**src/rtl/timer_pkg.sv**
```systemverilog
// rtl/timer_pkg.sv - shared state, digit and segment-glyph definitions for countdown_timer
package timer_pkg;

  typedef enum logic [1:0] {
    IDLE  = 2'd0,
    RUN   = 2'd1,
    PAUSE = 2'd2,
    DONE  = 2'd3
  } state_t;

  typedef logic [3:0] bcd_t;

  // Segment order {g,f,e,d,c,b,a}, 1 = segment lit
  localparam logic [6:0] SEG_0     = 7'h3F;
  localparam logic [6:0] SEG_1     = 7'h06;
  localparam logic [6:0] SEG_2     = 7'h5B;
  localparam logic [6:0] SEG_3     = 7'h4F;
  localparam logic [6:0] SEG_4     = 7'h66;
  localparam logic [6:0] SEG_5     = 7'h6D;
  localparam logic [6:0] SEG_6     = 7'h7D;
  localparam logic [6:0] SEG_7     = 7'h07;
  localparam logic [6:0] SEG_8     = 7'h7F;
  localparam logic [6:0] SEG_9     = 7'h6F;
  localparam logic [6:0] SEG_BLANK = 7'h00;

  function automatic logic [6:0] glyph(input bcd_t d);
    logic [6:0] g;
    case (d)
      4'd0:    g = SEG_0;
      4'd1:    g = SEG_1;
      4'd2:    g = SEG_2;
      4'd3:    g = SEG_3;
      4'd4:    g = SEG_4;
      4'd5:    g = SEG_5;
      4'd6:    g = SEG_6;
      4'd7:    g = SEG_7;
      4'd8:    g = SEG_8;
      4'd9:    g = SEG_9;
      default: g = SEG_BLANK;
    endcase
    return g;
  endfunction

  function automatic bcd_t clamp_digit(input bcd_t d);
    return (d > 4'd9) ? 4'd9 : d;
  endfunction

endpackage

```
**src/rtl/bcd_to_7seg.sv**
```systemverilog
// rtl/bcd_to_7seg.sv - one BCD digit to 7-segment decoder with blanking and selectable polarity
module bcd_to_7seg
  import timer_pkg::*;
#(
  parameter bit SEG_ACTIVE_LOW = 1'b1
) (
  input  logic [3:0] digit,
  input  logic       blank,
  output logic [6:0] seg
);

  logic [6:0] lit;

  always_comb begin
    lit = blank ? SEG_BLANK : glyph(digit);
    seg = SEG_ACTIVE_LOW ? ~lit : lit;
  end

endmodule

```
**src/rtl/countdown_timer.sv**
```systemverilog
// rtl/countdown_timer.sv - two-digit BCD countdown timer stepped by edges of the divided clock
module countdown_timer
  import timer_pkg::*;
#(
  parameter int unsigned TICKS_PER_STEP = 1,
  parameter bit          SEG_ACTIVE_LOW = 1'b1
) (
  input  logic       iclk,
  input  logic       irst_n,
  input  logic       itick,
  input  logic       iload,
  input  logic [7:0] iload_val,
  input  logic       istart,
  input  logic       ipause,
  output logic [7:0] obcd,
  output logic [6:0] ohex1,
  output logic [6:0] ohex0,
  output logic       odone,
  output logic       orunning
);

  localparam logic [7:0] PRESCALE_LAST = 8'(TICKS_PER_STEP - 1);

  state_t     state;
  bcd_t       tens;
  bcd_t       ones;
  bcd_t       last_tens;
  bcd_t       last_ones;
  logic       tick_q;
  logic [7:0] prescale;
  logic       blink;

  logic tick_edge;
  logic step;
  logic blank;

  // itick is already synchronous to iclk, so one flop suffices for edge detection
  assign tick_edge = itick & ~tick_q;
  assign step      = tick_edge && (prescale == PRESCALE_LAST);

  always_ff @(posedge iclk or negedge irst_n) begin
    if (!irst_n) begin
      state     <= IDLE;
      tens      <= 4'd0;
      ones      <= 4'd0;
      last_tens <= 4'd0;
      last_ones <= 4'd0;
      tick_q    <= 1'b0;
      prescale  <= 8'd0;
      blink     <= 1'b1;
    end else begin
      tick_q <= itick;
      if (iload) begin
        state     <= IDLE;
        tens      <= clamp_digit(iload_val[7:4]);
        ones      <= clamp_digit(iload_val[3:0]);
        last_tens <= clamp_digit(iload_val[7:4]);
        last_ones <= clamp_digit(iload_val[3:0]);
        prescale  <= 8'd0;
        blink     <= 1'b1;
      end else begin
        case (state)
          IDLE: begin
            if (istart && ({tens, ones} != 8'h00)) state <= RUN;
          end
          RUN: begin
            // A pause request swallows any coincident tick without advancing the prescaler
            if (ipause) begin
              state <= PAUSE;
            end else if (tick_edge) begin
              if (step) begin
                prescale <= 8'd0;
                if (ones == 4'd0) begin
                  ones <= 4'd9;
                  tens <= tens - 4'd1;
                end else begin
                  ones <= ones - 4'd1;
                end
                if ({tens, ones} == 8'h01) state <= DONE;
              end else begin
                prescale <= prescale + 8'd1;
              end
            end
          end
          PAUSE: begin
            if (istart) state <= RUN;
          end
          DONE: begin
            // blink is re-armed on exit so the next DONE entry starts with digits shown
            if (istart) begin
              state <= IDLE;
              tens  <= last_tens;
              ones  <= last_ones;
              blink <= 1'b1;
            end else if (tick_edge) begin
              blink <= ~blink;
            end
          end
          default: state <= IDLE;
        endcase
      end
    end
  end

  assign obcd     = {tens, ones};
  assign odone    = (state == DONE);
  assign orunning = (state == RUN);
  assign blank    = (state == DONE) && !blink;

  bcd_to_7seg #(.SEG_ACTIVE_LOW(SEG_ACTIVE_LOW)) u_hex1 (
    .digit (tens),
    .blank (blank),
    .seg   (ohex1)
  );

  bcd_to_7seg #(.SEG_ACTIVE_LOW(SEG_ACTIVE_LOW)) u_hex0 (
    .digit (ones),
    .blank (blank),
    .seg   (ohex0)
  );

endmodule

```
**config.mk**
```make
export PLATFORM = sky130hd
export DESIGN_NAME = countdown_timer
export DESIGN_NICKNAME = d
export VERILOG_FILES = /design/src/rtl/timer_pkg.sv /design/src/rtl/bcd_to_7seg.sv /design/src/rtl/countdown_timer.sv
export SDC_FILE = /design/constraint.sdc
export NUM_CORES = 1
export LEC_CHECK = 0
export CORE_AREA = 2 2 81 83
export CTS_CLUSTER_SIZE = 12
export DETAILED_ROUTE_END_ITERATION = 7
export DIE_AREA = 0 0 83 85
export DONT_BUFFER_PORTS = 1
export PLACE_DENSITY_LB_ADDON = 0.1
export SYNTH_ARGS = -nofsm -noshare
export SYNTH_HDL_FRONTEND = slang
export SYNTH_HIERARCHICAL = 1
export SYNTH_SLANG_ARGS = --single-unit
```
**constraint.sdc**
```tcl
create_clock -name iclk -period 3.2 [get_ports iclk]
set_input_delay 0.32 -clock iclk [delete_from_list [all_inputs] [get_ports iclk]]
set_output_delay 0.32 -clock iclk [all_outputs]
set_load 0.005 [all_outputs]
```
# Yosys cells after proc, flatten, opt, wreduce, memory -nomap -nowiden
# Memory sizes are Yosys's and may differ from the RTL's.
# Cells that the tools add are included.
[word_totals]
word_cells = 89
romBits = 224
out_inout_bits = 24
n_memories = 2
register_bits = 28
[op_classes]
n_addsub = 3
mux = 36
magnitude_cmp = 2
eq_ne = 15
bitwise = 5
n_reduce_logical = 18
[memory_table]
columns = ["name", "words", "word_bits", "rd", "rd_clocked_by_memory_dff", "wr", "line", "source"]
rows = [
  ["(no name shown)", 16, 7, 1, 0, 0, "timer_pkg.sv:28", "case (d)"],
  ["(no name shown)", 16, 7, 1, 0, 0, "timer_pkg.sv:28", ""],
]
[ops]
columns = ["cell", "count"]
rows = [
  ["$mux 4", 14],
  ["$mux 8", 5],
  ["$mux 2", 8],
  ["$pmux 4 s2", 2],
  ["$mux 7", 2],
  ["$not 7->7", 2],
  ["$ne 3x3->1 const B", 4],
  ["$ne 4x3->1 const B", 3],
  ["$reduce_and 6->1", 2],
  ["$ne 3x2->1 const B", 3],
  ["$add 8x1->8 const B", 1],
  ["$eq 8x1->1 const B", 1],
  ["$gt 4x4->1 const B", 2],
  ["$logic_not 8->1", 1],
  ["$pmux 2 s4", 1],
  ["$reduce_bool 8->1", 1],
  ["$sub 4x1->4 const B", 2],
  ["$reduce_bool 2->1", 3],
  ["$reduce_bool 3->1", 2],
  ["$reduce_and 5->1", 1],
  ["$eq 2x2->1 const B", 2],
  ["$logic_not 4->1", 1],
  ["$mux 1", 4],
  ["$logic_and 1x1->1", 3],
  ["other kinds (8)", 9],
]

# Logic depth before layout (Yosys ltp)
# Gate-level depths: netlist of the first run.
[logic_depth]
depth_word = 8
depth_mapped = 8
ltp_nobuf = 7

# Modules after synthesis
# Netlist of the first run, hierarchy kept.
[by_module_without_submodules]
columns = ["mod", "area_each_um2", "seq_area_each_um2", "cells_each", "n_inst"]
rows = [
  ["countdown_timer", 1636.6, 701.9, 181, 1],
  ["bcd_to_7seg", 226.5, 0.0, 31, 2],
]

# Worst setup path after synthesis of the first run
# No wires, ideal clock.
[synth_path]
path_kind = "flip-flop to output port"
from = "register state[1]"
to = "output port ohex0[5]"
arrival_time_ps = 1502
stages_incl_launch_ff = 6
path_buffers = 1
slack_ps = 1378
cell_sequence = "dfrtp_1 -> buf_4 -> nand2_1 -> nor2_1 -> nor2_1 -> a21oi_1"
[synth_via]
elab_chain_len = 4
[synth_rtl]
columns = ["element", "line", "source"]
rows = [
  ["from (decl)", "countdown_timer.sv:24", "state_t state;"],
  ["from (signal assigned)", "countdown_timer.sv:43", "state <= IDLE;"],
  ["from (signal assigned)", "countdown_timer.sv:54", "state <= IDLE;"],
  ["from (signal assigned)", "countdown_timer.sv:64", "if (istart && ({tens, ones} != 8'h00)) state <= RUN;"],
  ["$eq 2x2->1", "countdown_timer.sv:108", "assign blank = (state == DONE) && !blink;"],
  ["$logic_and 1x1->1", "countdown_timer.sv:108", ""],
  ["via blank", "countdown_timer.sv:35", "logic blank;"],
  ["$mux 7", "bcd_to_7seg.sv:15", "lit = blank ? SEG_BLANK : glyph(digit);"],
  ["$not 7->7", "bcd_to_7seg.sv:16", "seg = SEG_ACTIVE_LOW ? ~lit : lit;"],
  ["to (decl)", "countdown_timer.sv:17", "output logic [6:0] ohex0,"],
]
# The timed path passes the listed nets, and every way through them passes these cells.

# Worst setup path in the final report of the first run
# Same ends and word-level chain as after synthesis.

==> flow_summary.ini, run 1 <==
[layout]
antenna_cells = 0
fillCellCount = 654
drive_gt1_share_pct = 9.54
final_cell_mix = 27 x inv_1, 27 x dfrtp_1, 20 x o21ai_0
area_delta_synth_final_pct = 5.39
utilization_pct = 35.5
nets = 269

[synth]
ys_ff_latch = 28
yosys_warnings = 6
yosysUniqueCellTypes = 50
ys.flop_type = dfrtp_1
synth_area_leaders = dfrtp_1 32%, ha_1 7.8%, inv_1 4.9%, o21ai_0 4.8%, a21oi_1 3.8%
synth_edf_count = 0
postSynthNetCount = 270
async_reset_ff_share_pct = 100
syn_inst = 243
seq_area_frac_synth_pct = 33.6
synth.cell_area_mm2 = 0.00209
syn_area_per_cell_um2 = 8.60
synth_top_cell_area_share_pct = 32.3
yosys.area.top_type = dfrtp_1

[grt]
first_global_vias = 1687
grt_usage_pct = 13.5
antenna_found_initial = 0
grt_pass1_wl_um = 7970
grt-ovfl-total = 0
grt_max_degree = 32

[floorplanning]
die_x_um = 83
die_h_um = 85
dieArea_mm2 = 0.00706
boundaryPins = 38
num_rows = 29
core_area_mm2 = 0.00620
initial_utilization_pct = 33.7

[clock_tree]
ctsHoldBuffers = 2
cts_buffer_depth = 2
cts-htree-levels = 1
cts_buffers = 3
post_cts_buffers = 0
cts_sinks = 28
ctsResizeCount = 0
clock_latency_ps = 280
cts_root_buf = clkbuf_8
clk_pin_slew_ps = 100
cts_tree = yes

[timing]
fin_crit_sh_pct = 65.5
rsz0062_at_grt = no
max_freq_mhz = 477
fin_tns_setup_ps = 0
final.min_clock_period_ps = 2100
finalClockSkew_ps = 7.15
hold_violations = 0
tightest_slew_ps = 807
slew_headroom_pct = 45.9
setup_viol = 0
drv_slew = 0

[detailed_routing]
drtPass1Iterations = 4
wl_per_cell_um = 14.3
vias = 1652
drc = 0
routed_wl_um = 4540
ant_nets = 0
viasPerCell = 5.19
drt_iter0_markers = 47

[run]
drv_cap = 0

[power]
power.leakage_nw = 0.952
ir_worst_vdd_v = 0.000159
power.density_mw_per_mm2 = 373

[status]
status = completed

[critical_path]
critPathKind = flop to output port
arrival_ps = 1780
crit_path_end_kind = output port
critPathMaxFanout = 14
worstPathRequired_ps = 2880
critPathLaunchType = flop

[placement]
hpwlAfterDp_um = 3410
io_buffers = 0
gp_congestion = 0.765

[worst_hold_path]
min_path_type = input port to flop
[final timing paths]
| check | startpoint | endpoint | slack (ps) | cells after the start |
|---|---|---|---|---|
| max | state[1] | ohex0[5] | 1100 | 5 |
| min | itick | tick_q | 60 | 0 |
| max reg2reg | prescale[0] | ones[0] | 1260 | 7 |
| min reg2reg | last_tens[0] | last_tens[0] | 490 | 1 |
| max in group asynchronous | irst_n | blink | 2510 | 2 |
| min in group asynchronous | irst_n | tick_q | 460 | 2 |
[flip-flops by register name, indices dropped and copies added (netlist names)]
register and flops:
prescale 8, last_ones 4, last_tens 4, ones 4, tens 4, state 2, blink 1, tick_q 1
[Yosys cell counts, types with 2 or more instances]
cell,count
dfrtp_1,27
inv_1,27
o21ai_0,20
nand2_1,19
a21oi_1,16
nor2_1,15
ha_1,13
nand2b_1,7
nand3_1,7
nor3_1,7
xnor2_1,5
a31oi_1,4
mux2i_1,4
nand3b_1,4
nor2b_1,4
o21bai_1,4
o22ai_1,4
o311ai_0,4
a21o_1,3
o21a_1,3
xor2_1,3
a211oi_1,2
buf_2,2
buf_6,2
clkbuf_8,2
nand2b_4,2
nand4_1,2
nor3_2,2
nor3b_2,2
nor4_1,2
nor4_2,2
o211ai_1,2
o21ai_1,2
or2_2,2
or3_1,2
[kinds of logic (layout without fill, tap and decap cells)]
family,after synthesis,after routing,share of synthesized area (%)
AO/OA/AOI/OAI,69,69,20.3
AND/OR/NAND/NOR,85,85,24.5
adder cells (fa/ha/maj),13,13,7.78
multiplexers,4,4,1.92
XOR/XNOR,8,8,3.35
buffers and inverters,36,34,8.50
flip-flops,28,28,33.6
[per-layer routing]
| layer | share of wire [%] | track usage, % | vias to the layer above |
|---|---|---|---|
| met5 | 0 | 0 | - |
| met2 | 49 | 23.4 | 35 |
| met3 | 5.5 | 2.92 | 4 |
| met4 | 0.92 | 3.13 | 0 |
| li1 | - | - | 839 |
| met1 | 45 | 17.4 | 774 |
[layout make-up]
class / instances / area, µm² / area share (%)
Clock buffer: 4 / 55.1 / 2.50
Inverter: 27 / 101 / 4.60
Multi-Input combinational cell: 179 / 1210 / 54.9
Sequential cell: 28 / 702 / 31.9
Tap cell: 77 / 96.3 / 4.38
Timing Repair Buffer: 3 / 37.5 / 1.70
[metrics by stage]
stage / setup WS, ps / hold slack (ps) / area (µm²) / power (mW) / instances
floorplan: 1380 / 24.4 / 2090 / 0.568 / 243
detailed placement: 1300 / 25.5 / 2120 / 0.593 / 312
finish: 1100 / 56.6 / 2200 / 0.821 / 318
CTS: 1070 / 49.7 / 2200 / 0.832 / 318
global placement: 1310 / 25.5 / 2120 / 0.592 / 312
global route: 937 / 35.7 / 2200 / 0.885 / 318
[power breakdown]
group          internal (mW)  switching, mW  total (mW)
clock network          0.110          0.116       0.226
logic                 0.0776         0.0937       0.171
registers              0.374         0.0486       0.423
total                  0.562          0.258       0.820
[critical path, cell delays in order (launching register included)]
cell	delay (ps)
dfrtp_1	520
nand2_1	260
nor2_1	170
buf_4	220
nor2_1	100
a21oi_1	220
No activity file was read; power rests on OpenSTA's default activity.
==> run 2, diff against run 1 <==
==> constraint.sdc (replaced) <==
create_clock -name iclk -period 2 [get_ports iclk]
set_input_delay 0.2 -clock iclk [delete_from_list [all_inputs] [get_ports iclk]]
set_output_delay 0.2 -clock iclk [all_outputs]
set_load 0.005 [all_outputs]
==> run 2 against run 1 <==
Cell area rose by 3.2%. Hold slack got worse by 40 ps. Register-to-register slack got worse by 1100 ps. Total power rose by 58%. Combinational power rose by 89%. Non-clock buffer count rose by 10. Utilization rose by 1.1 points. First-iteration DRC count rose by 4.3%. Largest cell class unchanged. Critical path depth rose by 2. Sequential power rose by 54%. Via count rose by 1.9%.
==> flow_summary.ini, run 2 (synthesis gave the netlist of run 1 again) <==
[status]
status = completed

[critical_path]
critPathMaxFanout = 6
arrival_ps = 2030
critPathKind = flop to flop
crit_start = prescale[0]
timing.rr.start = prescale[0]
critPathLaunchType = flop
worstPathRequired_ps = 2170
worstPathCellList = inv_1 > ha_1 > nor4b_4 > nand4b_1 > a21o_1 > o21a_1 > o31a_1
crit_family = compound AO/OA/AOI/OAI gates
crit_path_top_delay_cell = dfrtp_1
critPathBufInv = 1
slowest_delay_ps = 430
crit_path_end_kind = flop

[power]
power.leakage_nw = 0.991
power.density_mw_per_mm2 = 570
ir_worst_vdd_v = 0.000211

[grt]
grt_pass1_wl_um = 8450
grt_max_degree = 31
grt_usage_pct = 14.3
grt-ovfl-total = 0
first_global_vias = 1738
antenna_found_initial = 0

[layout]
fin_area_mm2 = 0.00227
nets = 279
fillCellCount = 669
top_register = prescale
seq_area_um2 = 703
largest_reg_flops = 8
final_cells = 328
layout_commonest_cell = inv_1
area_delta_synth_final_pct = 8.80
antenna_cells = 0
final_cell_mix = 27 x inv_1, 26 x dfrtp_1, 20 x o21ai_0
drive_gt1_share_pct = 12.4
multiInputGateArea_mm2 = 0.00121

[timing]
finalClockSkew_ps = 2.20
fin_crit_sh_pct = 93.1
max_freq_mhz = 537
tightest_slew_ps = 473
final.min_clock_period_ps = 1860
setup_viol = 0
drv_slew = 0
slew_headroom_pct = 68.5
hold_violations = 0
whs_ps = 16.5

[run]
drv_cap = 0

[worst_hold_path]
min_path_type = input port to flop
worstHoldStart = iload

[placement]
dp_cells = 319
place_area_mm2 = 0.00217
io_buffers = 0
gp_congestion = 0.794
hpwlAfterDp_um = 3540

[detailed_routing]
drtPass1Iterations = 4
routed_wl_um = 4810
drt_iter0_markers = 49
vias = 1684
wl_per_cell_um = 14.7
drc = 0
ant_nets = 0
viasPerCell = 5.13

[floorplanning]
initial_utilization_pct = 33.7
core_area_mm2 = 0.00620
die_x_um = 83
die_h_um = 85
dieArea_mm2 = 0.00706
num_rows = 29
boundaryPins = 38

[clock_tree]
cts-htree-levels = 1
cts_tree = yes
clock_latency_ps = 270
clk_pin_slew_ps = 100
cts_root_buf = clkbuf_8
cts_sinks = 28
cts_buffers = 3
cts_buffer_depth = 2
-- run 2: cell count changes in the layout (fill, tap and decap cells not counted), sizes merged --
cell,previous run,this run
buf,2,10
dlygate4sd3,1,3
-- run 2: stage by stage --
stage,setup TNS [ps],utilization [%],worst slack (ps),total power [mW]
after floorplan,0,-,251,0.909
after global placement,0,35.0,146,0.966
after detailed placement,0,35.0,112,0.967
after CTS,0,36.5,90.4,1.31
after global routing,-0.951,36.6,-0.951,1.38
final,0,36.6,137,1.30
-- run 2: worst paths after layout --
kind,end,slack (ps),cells after the start
setup / recovery,ones[0],140,7
hold / removal,last_ones[1],20,1
setup reg to reg,ones[0],140,7
hold reg to reg,last_tens[0],490,1
max in group asynchronous,blink,1430,2
min in group asynchronous,last_tens[0],350,2
-- run 2: power breakdown --
part / total [mW] / internal [mW] / switching, mW
logic: 0.324 / 0.139 / 0.185
clock network: 0.321 / 0.143 / 0.179
registers: 0.650 / 0.600 / 0.0501
-- run 2: metal layers --
metal	track usage [%]	vias to the layer above	wire length [µm]
met5	0	-	0
met4	3.13	0	33
met3	2.43	2	208
met2	24.8	34	2310
met1	18.9	786	2250
li1	-	862	-
-- run 2: cell type report --
cell class,instances,area share (%)
clock buffers,4,1.98
repair buffers,13,5.17
flip-flops and latches,28,30.9
well taps,77,4.24
multi-input cells,179,53.2
inverters,27,4.46
-- run 2: worst reg2reg max path, delay by kind of cell (launching register included) --
family / cells / cell delay [ps]
AOI/OAI and AO/OA: 3 / 750
DFF: 1 / 430
buffers and inverters: 1 / 70
and+or+nand+nor: 2 / 370
adders and majority gates: 1 / 140
-- run 2: timing repair --
action,CTS,global route
endpoints found under the hold margin,31,0
gates resized for setup,0,1
buffers inserted,0,1
endpoints found under the setup margin,0,7
hold buffers,4,0
